<file path="config.mk">
export PLATFORM = sky130hd
export DESIGN_NAME = fetch_unit_flat
export DESIGN_NICKNAME = d
export VERILOG_FILES = /design/src/rtl/fetch_unit_if.sv /design/src/rtl/fetch_unit.sv /design/src/flat_wrapper.sv
export SDC_FILE = /design/constraint.sdc
export NUM_CORES = 1
export LEC_CHECK = 0
export CORE_MARGIN = 5
export CORE_UTILIZATION = 46
export DETAILED_ROUTE_END_ITERATION = 16
export GPL_TIMING_DRIVEN = 0
export PLACE_DENSITY = 0.87
export SETUP_SLACK_MARGIN = 0.4
export SLEW_MARGIN = 0
export SYNTH_ARGS = -nofsm -noshare
export SYNTH_HDL_FRONTEND = slang
export SYNTH_SLANG_ARGS = --single-unit
</file>
<file path="constraint.sdc">
create_clock -name clk -period 2.71 [get_ports clk]
set_clock_uncertainty 0.05 [all_clocks]
set_input_delay 0.4065 -clock clk [delete_from_list [all_inputs] [get_ports clk]]
set_output_delay 0.4065 -clock clk [all_outputs]
set_load 0.02 [all_outputs]
</file>
<file path="src/rtl/fetch_unit_if.sv">
// Instruction memory request/acknowledge bus between the fetch unit (master)
// and instruction memory (slave).
interface fetch_unit_if #(
    parameter int PC_W    = 16,
    parameter int INSTR_W = 32
);
    logic               imem_req;
    logic [PC_W-1:0]    imem_addr;
    logic               imem_ack;
    logic [INSTR_W-1:0] imem_rdata;

    modport master (
        output imem_req,
        output imem_addr,
        input  imem_ack,
        input  imem_rdata
    );

    modport slave (
        input  imem_req,
        input  imem_addr,
        output imem_ack,
        output imem_rdata
    );
endinterface

</file>
<file path="src/rtl/fetch_unit.sv">
// Program counter, instruction register and instruction-fetch handshake
// for the SISC controller's fetch side.
//
// state | meaning
// IDLE  | no fetch outstanding, waiting for ir_load
// REQ   | imem_req held with a frozen address until imem_ack
// DONE  | one cycle: IR freshly loaded, ir_valid pulses, may restart fetch
module fetch_unit #(
    parameter int PC_W    = 16,
    parameter int INSTR_W = 32
) (
    input  logic               clk,
    input  logic               rst_f,
    input  logic               pc_rst,
    input  logic               pc_write,
    input  logic               pc_sel,
    input  logic               br_sel,
    input  logic               ir_load,
    input  logic [PC_W-1:0]    imm,
    fetch_unit_if.master       imem,
    output logic [PC_W-1:0]    pc_out,
    output logic [INSTR_W-1:0] ir_out,
    output logic               ir_valid,
    output logic               fetch_busy
);

    typedef enum logic [1:0] {
        IDLE = 2'd0,
        REQ  = 2'd1,
        DONE = 2'd2
    } state_t;

    state_t             state_q;
    state_t             state_d;
    logic [PC_W-1:0]    pc_q;
    logic [PC_W-1:0]    pc_d;
    logic [PC_W-1:0]    addr_q;
    logic [INSTR_W-1:0] ir_q;
    logic               start_fetch;
    logic               take_ack;

    // PC sequencing is independent of the fetch FSM; wrap-around is silent
    always_comb begin
        pc_d = pc_q;
        if (pc_rst) begin
            pc_d = '0;
        end else if (pc_write) begin
            if (!pc_sel) begin
                pc_d = pc_q + PC_W'(1);
            end else if (br_sel) begin
                pc_d = imm;
            end else begin
                pc_d = pc_q + imm;
            end
        end
    end

    always_comb begin
        state_d     = state_q;
        start_fetch = 1'b0;
        take_ack    = 1'b0;
        case (state_q)
            IDLE, DONE: begin
                state_d = IDLE;
                if (ir_load) begin
                    start_fetch = 1'b1;
                    state_d     = REQ;
                end
            end
            REQ: begin
                if (imem.imem_ack) begin
                    take_ack = 1'b1;
                    state_d  = DONE;
                end
            end
            default: state_d = IDLE;
        endcase
    end

    always_ff @(posedge clk) begin
        if (rst_f) begin
            state_q <= IDLE;
            pc_q    <= '0;
            addr_q  <= '0;
            ir_q    <= '0;
        end else begin
            state_q <= state_d;
            pc_q    <= pc_d;
            // Address captures the pre-update PC so fetch and PC advance can overlap
            if (start_fetch) begin
                addr_q <= pc_q;
            end
            if (take_ack) begin
                ir_q <= imem.imem_rdata;
            end
        end
    end

    assign imem.imem_req  = (state_q == REQ);
    assign imem.imem_addr = addr_q;
    assign fetch_busy     = (state_q == REQ);
    assign ir_valid       = (state_q == DONE);
    assign pc_out         = pc_q;
    assign ir_out         = ir_q;

endmodule

</file>
<file path="src/flat_wrapper.sv">
// flat-port wrapper written by rule: the top's interface ports become plain ports
module fetch_unit_flat 
#(
    parameter int PC_W    = 16,
    parameter int INSTR_W = 32
)
  (clk, rst_f, pc_rst, pc_write, pc_sel, br_sel, ir_load, imm, pc_out, ir_out, ir_valid, fetch_busy, imem_imem_req, imem_imem_addr, imem_imem_ack, imem_imem_rdata);
  fetch_unit_if #(.PC_W(PC_W), .INSTR_W(INSTR_W)) imem_i ();
  input  logic clk;
  input  logic rst_f;
  input  logic pc_rst;
  input  logic pc_write;
  input  logic pc_sel;
  input  logic br_sel;
  input  logic ir_load;
  input  logic [PC_W-1:0] imm;
  output logic [PC_W-1:0] pc_out;
  output logic [INSTR_W-1:0] ir_out;
  output logic ir_valid;
  output logic fetch_busy;
  output wire logic [$bits(imem_i.imem_req)-1:0] imem_imem_req;
  output wire logic [$bits(imem_i.imem_addr)-1:0] imem_imem_addr;
  input wire logic [$bits(imem_i.imem_ack)-1:0] imem_imem_ack;
  input wire logic [$bits(imem_i.imem_rdata)-1:0] imem_imem_rdata;
  assign imem_imem_req = imem_i.imem_req;
  assign imem_imem_addr = imem_i.imem_addr;
  assign imem_i.imem_ack = imem_imem_ack;
  assign imem_i.imem_rdata = imem_imem_rdata;
  fetch_unit #(.PC_W(PC_W), .INSTR_W(INSTR_W)) u_core (.clk(clk), .rst_f(rst_f), .pc_rst(pc_rst), .pc_write(pc_write), .pc_sel(pc_sel), .br_sel(br_sel), .ir_load(ir_load), .imm(imm), .imem(imem_i), .pc_out(pc_out), .ir_out(ir_out), .ir_valid(ir_valid), .fetch_busy(fetch_busy));
endmodule
</file>
==> flow_summary.ini <==
[outcome]
status = finished clean

[setup_path]
cp.required_ns = 2.89
startpoint_type = input pin
worstSetupPathType = input pin to flop
cp_common_cell = o211ai_1
critPathMaxFanout = 5
r2r_slack_ns = 0.36
critPathTopFamily = simple AND/OR/NAND/NOR gates
cp_slowest_stage_delay_ns = 0.54
cp_cell_sequence = clkdlybuf4s50_1 -> ha_2 -> a21oi_2 -> o211ai_1 -> and3_1 -> or4b_4 -> nand3_1 -> o211ai_1
cp-end-kind = flop
crit_slowest_cell = or4b_4
path_buf_inv = 1
crit_arrival_ns = 2.53

[synth]
ys.flop_type = dfxtp_1
avgSynthCellArea_sq_um = 7.43
synth_edf_count = 0
synth_area_sq_um = 3690
syn-num-nets = 570
ys_warn_count = 0
synthArstFlopShare = 0
synth-seq-cells = 66
netlist-cell-type-count = 56
synth-seq-area-share = 0.358
synthCells = 497

[cts]
cts_tree = done
clkSinkCount = 66
clk_latency_ns = 0.34
cts_root_buf = clkbuf_8
clk_path_buf_depth = 2
numCtsBuffers = 9
h-tree-depth = 3
clkSlewWorstSetupHoldPaths_ns = 0.08
ctsHoldBuffers = 0

[power_and_ir_drop]
switching_power_uw = 659
sw_frac_of_total = 0.261
p_int_mw = 1.86
p_seq_frac = 0.408
pwr_density_cell_nw_per_um2 = 465
p_comb_frac = 0.190
total_leakage_power_nw = 1.93
max-vdd-ir-drop_uv = 253
clock_power_share = 0.402

[timing]
fmax_ghz = 0.424
period_share = 0.870
rsz0062_at_grt = true
drv_slew = 0
layout_min_cycle_time_ns = 2.36
holdWs_ns = 0.406
fin_ws_ns = 0.352
tightest_slew_ns = 0.609
hold_viol = 0
setup_viol_count_final = 0
relSlewSlack = 0.591

[worst_hold_path]
hp-class = flop to flop

[global_routing]
grt_pass1_vias = 3986
grt_pass1_wl_um = 19500
grtUsageTotal = 0.243
antenna_found_initial = 0
gr-total-overflow = 0
grt_max_degree = 12

[routing]
routed-via-count = 4247
wl_per_cell_um = 16.9
ant_nets = 0
drcViolationCount = 0
dr.pass1.iters = 5
postRouteWirelength_um = 12600
drt_iter0_markers = 292
avgViaCountPerCell = 5.72

[floorplanning]
start_util = 0.475
dieHeight_um = 99.6
pin_count = 123
die_area_sq_um = 9920
rows = 32
die_w_um = 99.6
fp.coreArea_sq_um = 7770

[place]
io_buffers = 121
place_worst_setup_slack_ns = -0.290
place.gp.congestion = 0.941
hpwl_um = 9360

[final_layout]
mostFrequentLayoutCell = nand2_1
layout_common_cells = nand2_1 (123), clkdlybuf4s50_1 (119), a21oi_1 (68), dfxtp_1 (60), nor2_1 (27)
fillers = 621
area_growth_pct = 46.9
diodes = 0
drive_gt1_frac = 0.0875
nNetsFinal = 708

[run]
cap_violations = 0
worst paths after layout:
| check | start | end | depth (start not counted) |
|---|---|---|---|
| worst min register to register | u_core.ir_out[7]$_SDFFE_PP0P_ | u_core.ir_out[7]$_SDFFE_PP0P_ | 2 |
| worst max register to register | u_core.pc_out[0]$_SDFFE_PP0P_ | u_core.pc_out[14]$_SDFFE_PP0P_ | 8 |
| worst max-delay path | imm[4] | u_core.pc_out[14]$_SDFFE_PP0P_ | 8 |
| worst min-delay path | u_core.ir_out[7]$_SDFFE_PP0P_ | u_core.ir_out[7]$_SDFFE_PP0P_ | 2 |
per-stage QoR:
stage	power [mW]	utilization	TNS, ns	std cells	instance area, sq um
after CTS	2.51	0.688	0	740	5340
after detailed placement	1.50	0.649	-0.779	720	5040
after global placement	1.48	0.649	-0.515	720	5040
final	2.52	0.698	0	742	5420
after floorplan	1.28	-	0	497	3700
after global routing	2.62	0.698	0	742	5420
cells in the mapped netlist, types with 2 or more instances:
| cell | instances | area share |
|---|---|---|
| a2111oi_0 | 2 | 0.0047 |
| a211oi_1 | 5 | 0.010 |
| a21o_1 | 8 | 0.016 |
| a21oi_1 | 74 | 0.10 |
| a22oi_1 | 2 | 0.0041 |
| a311oi_2 | 2 | 0.0081 |
| a31oi_1 | 8 | 0.014 |
| and2_1 | 2 | 0.0034 |
| and3_1 | 8 | 0.014 |
| buf_2 | 2 | 0.0027 |
| buf_4 | 3 | 0.0061 |
| clkbuf_1 | 25 | 0.025 |
| dfxtp_1 | 66 | 0.36 |
| ha_1 | 16 | 0.054 |
| inv_1 | 9 | 0.0092 |
| mux2i_1 | 4 | 0.011 |
| nand2_1 | 123 | 0.13 |
| nand2b_1 | 4 | 0.0068 |
| nand3_1 | 11 | 0.015 |
| nand3b_1 | 2 | 0.0041 |
| nand4_1 | 4 | 0.0068 |
| nor2_1 | 27 | 0.027 |
| nor2b_1 | 5 | 0.0085 |
| nor3_1 | 6 | 0.0081 |
| nor4_1 | 3 | 0.0051 |
| o211ai_1 | 7 | 0.014 |
| o21a_1 | 4 | 0.0081 |
| o21ai_0 | 28 | 0.038 |
| o31ai_1 | 3 | 0.0061 |
| or3_1 | 3 | 0.0051 |
| xnor2_1 | 4 | 0.0095 |
| xor2_1 | 3 | 0.0071 |
routing by layer:
layer | up-vias | routed length (um) | GRT usage
met5 | - | 0 | 0
met4 | 0 | 373 | 0.0830
li1 | 2030 | - | -
met2 | 211 | 6210 | 0.423
met1 | 1972 | 5020 | 0.300
met3 | 34 | 947 | 0.0477
power by group through the flow:
stage	sequential (mW)	clock (mW)	combinational [mW]
floorplan	1.08	0	0.205
global placement	1.05	0	0.436
detailed placement	1.05	0	0.447
CTS	1.03	1.02	0.459
global route	1.03	1.07	0.515
finish	1.03	1.01	0.479
state kept, by name, summed over array words and instances (netlist names):
name / flops
u_core.imem.imem_addr: 16
u_core.ir_out: 32
u_core.pc_out: 16
u_core.state_q: 2
cell families (layout without fill, tap and decap cells):
| family | count (synthesis) | after routing | share of synthesized area |
|---|---|---|---|
| simple gates | 206 | 206 | 0.247 |
| buf+inv | 40 | 183 | 0.0464 |
| mux | 5 | 5 | 0.0139 |
| compound gates | 156 | 156 | 0.258 |
| fa+ha+maj | 17 | 17 | 0.0597 |
| xor+xnor | 7 | 7 | 0.0166 |
| flops | 66 | 66 | 0.358 |
worst register-to-register path, cell delays in order, from the launching register on:
cell and delay (ns):
dfxtp_4 0.36, ha_2 0.18, fa_2 0.35, a21oi_2 0.17, o211ai_1 0.17, and3_1 0.22, or4b_4 0.54, nand3_1 0.10
o211ai_1 0.10
timing repair:
action	CTS	global route
endpoints found under the setup margin	8	9
gates resized for setup	13	19
pin swaps	5	4
setup buffers	4	2
cell type report:
type,instances,area (sq um),share of cell area
Multi-Input combinational cell,391,2280,0.421
Sequential cell,66,1330,0.245
Timing Repair Buffer,127,1260,0.232
Buffer,31,148,0.0272
Clock buffer,12,145,0.0268
Tap cell,102,128,0.0235
Clock inverter,4,98.8,0.0182
Inverter,9,33.8,0.00623
Power figures use the tool's default switching activity.
